<file path="src/rtl/recovery_rom_arbiter.sv">
`timescale 1ns/1ps
// recovery_rom_arbiter
//   Shares the single-port recovery code ROM between NUM_REQ instruction-fetch
//   requesters. Arbitration is round-robin. Each granted address is checked
//   against the ROM window and for word alignment. An address outside the
//   window never reaches the ROM and gets an error response. Every grant gets
//   exactly one response one cycle later, so responses come back in grant order.
//
// Ports
//   clk_i        clock, rising edge
//   rst_i        asynchronous reset, active-high
//   req_i        fetch request, one bit per requester
//   addr_i       byte address, 32 bits per requester (requester k at [32k +: 32])
//   gnt_o        combinational grant, one-hot or zero
//   rvalid_o     response valid, one-hot or zero
//   err_o        response error, qualified by rvalid_o
//   rdata_o      response data, shared by all requesters (zero when no data)
//   rom_req_o    ROM read strobe
//   rom_addr_o   byte offset into the ROM (addr - BASE_ADDR)
//   rom_rdata_i  ROM read data, valid the cycle after rom_req_o
module recovery_rom_arbiter #(
    parameter int          NUM_REQ   = 2,
    parameter logic [31:0] BASE_ADDR = 32'h0000_8000,
    parameter int          ROM_SIZE  = 32
) (
    input  logic                 clk_i,
    input  logic                 rst_i,
    input  logic [NUM_REQ-1:0]   req_i,
    input  logic [NUM_REQ*32-1:0] addr_i,
    output logic [NUM_REQ-1:0]   gnt_o,
    output logic [NUM_REQ-1:0]   rvalid_o,
    output logic [NUM_REQ-1:0]   err_o,
    output logic [31:0]          rdata_o,
    output logic                 rom_req_o,
    output logic [31:0]          rom_addr_o,
    input  logic [31:0]          rom_rdata_i
);

    localparam int              IDX_W     = $clog2(NUM_REQ);
    localparam logic [IDX_W:0]  NUM_REQ_W = (IDX_W+1)'(NUM_REQ);
    localparam logic [IDX_W-1:0] LAST_IDX = IDX_W'(NUM_REQ - 1);
    localparam logic [32:0]     ROM_BYTES = 33'(4 * ROM_SIZE);

    logic [IDX_W-1:0] rr_q;
    logic [IDX_W-1:0] resp_id_q;
    logic             resp_valid_q;
    logic             resp_err_q;

    logic [IDX_W:0]   cand_sum;
    logic [IDX_W-1:0] gnt_idx;
    logic             gnt_found;
    logic             grant_live;
    logic [31:0]      gnt_addr;
    logic [32:0]      gnt_off;
    logic             gnt_legal;

    // ---- Request stage: round-robin pick starting at rr_q ----
    always_comb begin
        cand_sum  = '0;
        gnt_found = 1'b0;
        gnt_idx   = '0;
        for (int i = 0; i < NUM_REQ; i++) begin
            // rr_q and i are both below NUM_REQ, so a single subtract wraps the sum.
            cand_sum = {1'b0, rr_q} + (IDX_W+1)'(i);
            if (cand_sum >= NUM_REQ_W) begin
                cand_sum = cand_sum - NUM_REQ_W;
            end
            if (!gnt_found && req_i[cand_sum[IDX_W-1:0]]) begin
                gnt_found = 1'b1;
                gnt_idx   = cand_sum[IDX_W-1:0];
            end
        end
    end

    always_comb begin
        gnt_addr = '0;
        for (int i = 0; i < NUM_REQ; i++) begin
            if (gnt_idx == IDX_W'(i)) begin
                gnt_addr = addr_i[i*32 +: 32];
            end
        end
    end

    // The subtraction is done in 33 bits. An address below BASE_ADDR borrows
    // into bit 32, so the offset becomes larger than any window size and the
    // single unsigned compare rejects both ends of the window.
    assign gnt_off    = {1'b0, gnt_addr} - {1'b0, BASE_ADDR};
    assign gnt_legal  = (gnt_off < ROM_BYTES) && (gnt_addr[1:0] == 2'b00);
    assign grant_live = gnt_found && !rst_i;

    always_comb begin
        gnt_o = '0;
        if (grant_live) begin
            gnt_o[gnt_idx] = 1'b1;
        end
    end

    assign rom_req_o  = grant_live && gnt_legal;
    assign rom_addr_o = rom_req_o ? gnt_off[31:0] : 32'h0;

    // ---- Response stage: one cycle after the grant, aligned with ROM data ----
    always_ff @(posedge clk_i or posedge rst_i) begin
        if (rst_i) begin
            rr_q         <= '0;
            resp_valid_q <= 1'b0;
            resp_id_q    <= '0;
            resp_err_q   <= 1'b0;
        end else begin
            resp_valid_q <= gnt_found;
            if (gnt_found) begin
                rr_q       <= (gnt_idx == LAST_IDX) ? '0 : gnt_idx + 1'b1;
                resp_id_q  <= gnt_idx;
                resp_err_q <= !gnt_legal;
            end
        end
    end

    always_comb begin
        rvalid_o = '0;
        err_o    = '0;
        if (resp_valid_q) begin
            rvalid_o[resp_id_q] = 1'b1;
            err_o[resp_id_q]    = resp_err_q;
        end
    end

    assign rdata_o = (resp_valid_q && !resp_err_q) ? rom_rdata_i : 32'h0;

endmodule
</file>
<file path="config.mk">
export PLATFORM = sky130hd
export DESIGN_NAME = recovery_rom_arbiter
export DESIGN_NICKNAME = d
export VERILOG_FILES = /design/src/rtl/recovery_rom_arbiter.sv
export SDC_FILE = /design/constraint.sdc
export NUM_CORES = 1
export LEC_CHECK = 0
export ABC_CLOCK_PERIOD_IN_PS = 6680
export CAP_MARGIN = 20
export CORE_UTILIZATION = 27
export DETAILED_ROUTE_END_ITERATION = 16
export GPL_ROUTABILITY_DRIVEN = 0
export PLACE_DENSITY = 0.8
export SYNTH_ARGS = -nofsm -noshare
export SYNTH_HDL_FRONTEND = slang
export SYNTH_SLANG_ARGS = --single-unit
</file>
<file path="constraint.sdc">
create_clock -name clk_i -period 6.68 [get_ports clk_i]
set_clock_uncertainty 0.15 [all_clocks]
set_input_delay 2.004 -clock clk_i [delete_from_list [all_inputs] [get_ports clk_i]]
set_output_delay 2.004 -clock clk_i [all_outputs]
set_load 0.05 [all_outputs]
</file>
==> metrics.cfg, run 1 <==
[status]
status = finished, final reports clean

[sta]
timing.fmax_mhz = 151
hold_viol = 0
rsz0062_at_grt = yes
setup_slack_ns = 0.0548
relSlewSlack = 0.651
period_needed_ns = 6.63
setup_viol = 0
finalMaxSlewViolations = 0
finalSetupTns_ns = 0
finalCritPeriodShare = 0.992
worstMarginPinSlew_ns = 0.522

[grt]
grt_first_pass_wirelength_mm = 11.0
antenna_found_initial = 0
gr-total-overflow = 0
track_usage = 0.223
grt_max_degree = 33
grt_pass1_vias = 2279

[floorplan]
die_h_um = 79.7
die_w_um = 79.7
ioPinCount = 171
dieArea_um2 = 6360
num_rows = 27
core_region_area_um2 = 5680
start_util = 0.287

[drt]
ant_nets = 0
vias = 2363
drt-wirelength-per-cell_um = 15.4
drtIter0Drc = 62
drt-vias-per-instance = 4.93
drt-total-wl_mm = 7.40
drc = 0
first_pass_iters = 4

[synthesis]
ys_seq_area_frac = 0.0613
synth_cell_type_count = 64
yosys-top-cells-area = and2_1 (13%), buf_4 (12%), dfrtp_1 (6.1%), nand2_1 (5.1%), a2111oi_2 (4.6%)
postSynthAreaPerCell_um2 = 7.22
syn_inst = 226
synthMostInstantiatedCell = and2_1
yosysTopAreaCell = and2_1
synthArstFlopShare = 1.00
synth_edf_count = 0
ys_warn_count = 0
synthFlopType = dfrtp_1
synth_top_area_frac = 0.127
synth_commonest_cells = and2_1 (33), buf_4 (25), nand2_1 (22), nor2_1 (13), o21ai_0 (10)
syn-cell-area_um2 = 1630
ys_ff_latch = 4

[hold_path]
worstHoldStart = resp_err_q
min_to = resp_err_q
holdPathStages = 1
hold_class = reg -> reg

[place]
dpl.cell_count = 470
place_ws_ns = -0.630
post-dp-hpwl_mm = 6.39
io_buffers = 145

[clock_tree]
cts_buffers = 3
clock_path_buffers = 2
cts-root-buf = clkbuf_8
hold_buffers = 0
clkLatencyLatePin_ns = 0.22
clkTransAtPathRegs_ns = 0.03
clock-sinks = 4
htree_num_levels = 1
cts_tree = done

[power_and_ir_drop]
power_uw = 306
leakage_nw = 1.50
peakVddDrop_v = 0.0000601
p_per_area_nw_per_um2 = 82.2

[critical_path]
cp_max_fo = 5
reg2reg_depth = 11
cp.required_ns = 4.53
r2r_end = resp_err_q
cp.arrival_ns = 4.47
endpoint_kind = output port
rr_startpoint = rr_q
critPathKind = in -> out
cp-start-kind = primary input
worst-r2r-setup-slack_ns = 3.76

[final_layout]
fin_cells = 479
syn_to_final_growth_pct = 128
drive_gt1_frac = 0.238
final_nets = 511
diodes = 0

[run]
maxCapViolCount = 0

-- routing by layer --
| metal | up-vias | track usage | routed length [um] |
|---|---|---|---|
| met5 | - | 0 | 0 |
| met4 | 0 | 0.0768 | 204 |
| met3 | 13 | 0.0343 | 549 |
| met2 | 140 | 0.462 | 4250 |
| met1 | 1081 | 0.216 | 2390 |
| li1 | 1129 | - | - |
-- area by class of cell --
type	count	area (um^2)
fill	469	1950
multi-input combinational	202	1540
clock buffer	3	41.3
sequential	4	100
timing repair buffer	190	1920
inverter	8	30.0
tap	72	90.1
-- report_power, final --
group / internal [mW] / switching [mW] / total, mW
clock network: 0.0385 / 0.0129 / 0.0513
registers: 0.0263 / 0.00239 / 0.0287
logic: 0.108 / 0.118 / 0.226
-- how the worst max path moves through the flow --
stage | start | end | depth (start not counted)
after floorplan | req_i[1] | rom_addr_o[2] | 14
after global placement | req_i[0] | rom_addr_o[2] | 14
after detailed placement | req_i[0] | rom_addr_o[2] | 13
after CTS | req_i[1] | rom_addr_o[2] | 13
after global routing | addr_i[52] | rom_addr_o[6] | 10
final | req_i[0] | rom_addr_o[6] | 13
-- layout by cell type, fill, tap and decap left out, types with 4 or more instances in the layout --
cell type        count
buf_4               44
conb_1              25
nand2_1             22
a2111oi_4            5
nor4_1               7
nand3_1              8
clkdlybuf4s50_1    126
and2_1              33
a31oi_1              4
inv_1                6
buf_12               9
dfrtp_1              4
dlygate4sd2_1        4
o21ai_0              9
nor2b_1              4
nor2_1              13
dlymetal6s2s_1       4
-- logic make-up (layout without fill, tap and decap cells) --
group           after synthesis  in the layout  share of synthesized area
mux                           5              5                     0.0337
flops                         4              4                     0.0614
buf+inv                      44            201                      0.170
xor+xnor                      1              1                    0.00537
simple gates                122            122                      0.458
compound gates               47             47                      0.254
other cells                   1             25                    0.00230
fa+ha+maj                     2              2                     0.0153
-- flip-flops by register name, summed over array words and instances (netlist names) --
| register | cells |
|---|---|
| resp_valid_q | 1 |
| rr_q | 1 |
| resp_id_q | 1 |
| resp_err_q | 1 |
-- through the flow --
step | instance area, um^2 | hold WS (ns) | utilization
final | 3720 | 0.431 | 0.656
after CTS | 3630 | 0.430 | 0.639
after detailed placement | 3530 | 0.430 | 0.622
after global placement | 3530 | 0.410 | 0.622
after global routing | 3720 | 0.438 | 0.656
after floorplan | 1880 | 0.354 | -
-- critical path, cell delays in order --
cell and delay, ns:
buf_8 0.08, nand2b_4 0.07, nand2_8 0.09, mux2i_4 0.27, ha_4 0.21, nand3b_1 0.11
mux2i_1 0.15, a2111oi_2 0.37, nor4b_4 0.31, nand4b_4 0.17, buf_12 0.18, a2111oi_4 0.23
clkbuf_16 0.23
-- timing repair --
item	4_1_cts	5_1_grt
gates resized for setup	20	16
pin swaps	5	0
hold endpoints to repair	0	0
buffers inserted	2	3
cloned	0	1
endpoints found under the setup margin	8	8
No activity file was read; power rests on OpenSTA's default activity.
==> inputs of run 2 (changes only) <==
--- a/config.mk
+++ b/config.mk
@@ -7,10 +7,12 @@
 export LEC_CHECK = 0
 export ABC_CLOCK_PERIOD_IN_PS = 6680
 export CAP_MARGIN = 20
-export CORE_UTILIZATION = 27
+export CORE_AREA = 2 2 66 68
 export DETAILED_ROUTE_END_ITERATION = 16
+export DIE_AREA = 0 0 68 70
+export DONT_BUFFER_PORTS = 1
 export GPL_ROUTABILITY_DRIVEN = 0
-export PLACE_DENSITY = 0.8
+export PLACE_DENSITY = 0.57
 export SYNTH_ARGS = -nofsm -noshare
 export SYNTH_HDL_FRONTEND = slang
 export SYNTH_SLANG_ARGS = --single-unit
==> metrics.cfg, run 2 (synthesized netlist as in run 1, its figures left out) <==
[floorplan]
ioPinCount = 171  ; unchanged
die_h_um = 70  ; -12%
die_w_um = 68  ; -15%
num_rows = 24  ; -11%
dieArea_um2 = 4760  ; -25%
core_region_area_um2 = 4140  ; -27%
start_util = 0.394  ; +0.106

[critical_path]
endpoint_kind = output port
cp.arrival_ns = 4.42  ; -0.05 ns
cp_max_fo = 6  ; +1
cp-start-kind = primary input
reg2reg_depth = 12  ; +1
cp.required_ns = 4.53  ; about the same
r2r_end = resp_err_q
worst-r2r-setup-slack_ns = 3.76  ; about the same
rr_startpoint = rr_q
critPathKind = in -> out

[final_layout]
postLayoutCoreUtil = 0.489  ; -0.167
final_area_um2 = 2030  ; -46%
fin_cells = 291  ; -39%
layout.cells.most_common_list = and2_1 (33), conb_1 (25), nand2_1 (22), nor2_1 (13), buf_4 (13)
drive_gt1_frac = 0.251  ; +0.0127
final_nets = 343  ; -33%
syn_to_final_growth_pct = 24.2
diodes = 0  ; unchanged
final_common_cell = and2_1

[status]
status = finished, final reports clean

[sta]
setup_viol = 0  ; unchanged
timing.fmax_mhz = 152  ; +0.80%
finalCritPeriodShare = 0.984  ; -0.00782
relSlewSlack = 0.366  ; -0.285
period_needed_ns = 6.57  ; -0.0522 ns
hold_viol = 0  ; unchanged
timing.hold.ws_ns = 0.399  ; -0.0318 ns
rsz0062_at_grt = yes
finalMaxSlewViolations = 0  ; unchanged
worstMarginPinSlew_ns = 0.949  ; +0.428 ns

[drt]
drt-wirelength-per-cell_um = 18.8  ; +22%
first_pass_iters = 4  ; unchanged
drtIter0Drc = 66  ; +6.5%
vias = 1714  ; -27%
drc = 0  ; unchanged
drt-total-wl_mm = 5.48  ; -26%
ant_nets = 0  ; unchanged
drt-vias-per-instance = 5.89  ; +19%

[hold_path]
worstHoldStart = resp_err_q
min_to = resp_err_q
hold_class = reg -> reg
holdPathStages = 1  ; unchanged

[clock_tree]
cts_buffers = 3  ; unchanged
cts_tree = done
clkLatencyLatePin_ns = 0.21  ; about the same
cts-root-buf = clkbuf_8
clock-sinks = 4  ; unchanged
clock_path_buffers = 2  ; unchanged
hold_buffers = 0  ; unchanged
htree_num_levels = 1  ; unchanged
clkTransAtPathRegs_ns = 0.03  ; about the same

[power_and_ir_drop]
peakVddDrop_v = 0.0000705  ; +17%
p_per_area_nw_per_um2 = 103  ; +25%
leakage_nw = 0.766  ; -49%
power_uw = 208  ; -32%

[grt]
met3_usage = 0.0322  ; -0.00208
gr-total-overflow = 0  ; unchanged
busiest_layer = met2
grt_max_degree = 33  ; unchanged
grt_pass1_vias = 1447  ; -37%
track_usage = 0.215  ; -0.00723
gr-usage-met2 = 0.369  ; -0.0926
grt_first_pass_wirelength_mm = 7.85  ; -28%
antenna_found_initial = 0  ; unchanged
use_met1 = 0.277  ; +0.0605

[run]
maxCapViolCount = 0  ; unchanged

[place]
dpl.cell_count = 285  ; -39%
io_buffers = 0  ; -100%
post-dp-hpwl_mm = 4.66  ; -27%
dpl_cell_area_um2 = 1910  ; -46%

==> run 2: worst max-delay path by stage <==
stage	start	to	slack (ns)	depth (start not counted)
after detailed placement	req_i[0]	rom_addr_o[3]	-0.06	13
after CTS	req_i[0]	rom_addr_o[3]	0.01	13
after global routing	req_i[0]	rom_addr_o[3]	-0.07	12
final	req_i[0]	rom_addr_o[3]	0.11	13
after global placement	req_i[0]	rom_addr_o[5]	0.04	12
after floorplan	req_i[1]	rom_addr_o[2]	-0.44	14
==> run 2: metal layers <==
| metal | routed length (um) | part of all wire |
|---|---|---|
| met1 | 1910 | 0.35 |
| met2 | 2930 | 0.54 |
| met3 | 534 | 0.097 |
| met4 | 100 | 0.018 |
| met5 | 0 | 0 |
==> run 2: final cells by class <==
type                            instances  area [um^2]
Clock buffer                            3         41.3
Fill cell                             426         2120
Inverter                                8         30.0
Multi-Input combinational cell        202         1510
Sequential cell                         4          100
Tap cell                               52         65.1
Timing Repair Buffer                   22          278
==> run 2: worst max-delay path: stages <==
cell	delay (ns)
nand2b_4	0.06
nand2_8	0.08
mux2i_4	0.26
ha_4	0.21
nand2b_4	0.06
o21ai_1	0.13
nand3_1	0.08
a221o_1	0.36
nor4b_4	0.31
nand4b_4	0.21
buf_12	0.20
a2111oi_4	0.25
buf_12	0.18
==> run 2: repair_timing <==
item | in CTS | in global routing
setup endpoints to repair | 4 | 8
gates resized for setup | 2 | 6
pin swaps | 2 | 2
buffers inserted | 1 | 2
==> run 2: power by group <==
part           switching [mW]  internal (mW)  total (mW)
combinational          0.0924         0.0375       0.130
clock                  0.0112         0.0383      0.0495
sequential            0.00244         0.0263      0.0288
==> run 2: stage by stage <==
stage | TNS, ns | setup slack, ns
after floorplan | -2.73 | -0.442
after global placement | 0 | 0.0423
after detailed placement | -0.209 | -0.0578
after CTS | 0 | 0.0111
after global routing | -0.281 | -0.0715
final | 0 | 0.107
==> variant (settings of run 2) <==
Make the reset (`rst_i`) synchronous in one clocked block. Comments in the files are not updated.
--- a/src/rtl/recovery_rom_arbiter.sv
+++ b/src/rtl/recovery_rom_arbiter.sv
@@ -101,3 +101,3 @@
     // ---- Response stage: one cycle after the grant, aligned with ROM data ----
-    always_ff @(posedge clk_i or posedge rst_i) begin
+    always_ff @(posedge clk_i) begin
         if (rst_i) begin
Check against the original RTL: differs if rst_i is asserted again (counterexample within 4 cycles, from zero or initial values and one cycle with rst_i high); with rst_i held inactive, the same outputs for 10 cycles.
==> variant against run 2 <==
- the flow now finishes with violations (setup timing)
- cell count grew 4.1%
- wire length is 0.29% higher
- synthesized area is 4.6% lower
- cell area grew 6.2%
- setup slack got worse by 0.23 ns
- sequential power fell by 5%
- sequential cell count stayed put
- power up 13%
- critical path type unchanged
- largest cell class unchanged
- highest routed layer unchanged
==> variant: results (changes against run 2) <==
Detailed routing
  – Wire length per cell: 18.15 µm (was 18.84 µm)
  – Initial DRC count: 92 (was 66)
  – Via count: 1743 (was 1714)

Synthesis
  – Most common library cells after synthesis: and2_1, buf_4, nand2_1 (unchanged)
  – Yosys cell types: 54 (was 64)
  – Sequential area share after synthesis: 5.145% (was 6.135%)

Critical path
  – Critical path arrival: 4.65 ns (was 4.42 ns)
  – Worst R2R Start: rr_q$_SDFFE_PP0N_ (was rr_q$_DFFE_PP0N_)
  – Reg2reg end: resp_err_q$_SDFFE_PP0N_ (was resp_err_q$_DFFE_PP0N_)
  – Worst reg-to-reg setup slack: 3.40 ns (was 3.76 ns)
  – Largest fanout on the critical path: 7 (was 6)
  – Largest delay share family, worst path: compound AO/OA/AOI/OAI gates (was simple AND/OR/NAND/NOR gates)
  – Slowest-stage cell, CP: or4b_4 (was a221o_1)

STA
  – Hold slack: 0.3295 ns (was 0.3994 ns)
  – Setup WS post-layout: -0.1245 ns (was 0.1071 ns)
  – Setup violations, final: 7 (was 0)
  – Worst slew margin relative to its limit: 27.27% (was 36.57%)

Outcome
  – Status: complete, but fails checks (was complete, no violations)
  – Failing checks: setup timing

Min path
  – Worst min-delay path endpoint: resp_id_q$_SDFFE_PP0N_ (was resp_err_q$_DFFE_PP0N_)
  – Hold Crit Start: resp_id_q$_SDFFE_PP0N_ (was resp_err_q$_DFFE_PP0N_)

Power
  – VDD IR-drop max: 46.29 µV (was 70.50 µV)
  – Leakage power: 0.7677 nW (was 0.7658 nW)

Placed design
  – Place WS: -0.1043 ns (was -0.05775 ns)

GRT
  – Largest net degree at the start of global routing: 19 (was 33)
  – Vias in the first global route: 1576 (was 1447)
  – GRT Overall Usage: 21.80% (was 21.53%)

Layout
  – NonClk Buf Share: 20.07% (was 13.71%)
  – Multi-input logic area: 1515 µm² (was 1511 µm²)
  – Final Non-Filler Cells: 303 (was 291)

Clock network
  – Setup Buffers After CTS: 3 (was 1)
==> variant: changes by cell type after synthesis, sizes merged, moves of 5 or more <==
| cell | run 2 | this run |
|---|---|---|
| a21oi | 4 | 9 |
| o21ai | 13 | 7 |
| nand3 | 8 | 1 |
| nor3 | 5 | 15 |
==> variant: report_power, final <==
group	switching, W	leakage (nW)	internal (W)
clock	0.0000140	0.0216	0.0000385
sequential	0.00000143	0.0335	0.0000258
combinational	0.000113	0.713	0.0000421
==> variant: metal layers <==
layer	track usage (%)	wire (µm)	vias to the layer above
li1	-	-	837
met1	28.07	2212	814
met2	37.43	2785	90
met3	4.187	485	2
met4	3.556	14	0
met5	0	0	-
==> variant: kinds of logic (layout without fill, tap and decap cells) <==
family	after synthesis	in the layout	synth area share, %
AND/OR/NAND/NOR	117	117	44.70
adder cells (fa/ha/maj)	2	2	1.607
XOR/XNOR	3	3	1.688
AO/OA/AOI/OAI	52	52	27.90
multiplexers	5	5	3.376
buffers and inverters	37	43	15.35
other	1	25	0.2409
flip-flops	4	4	5.145
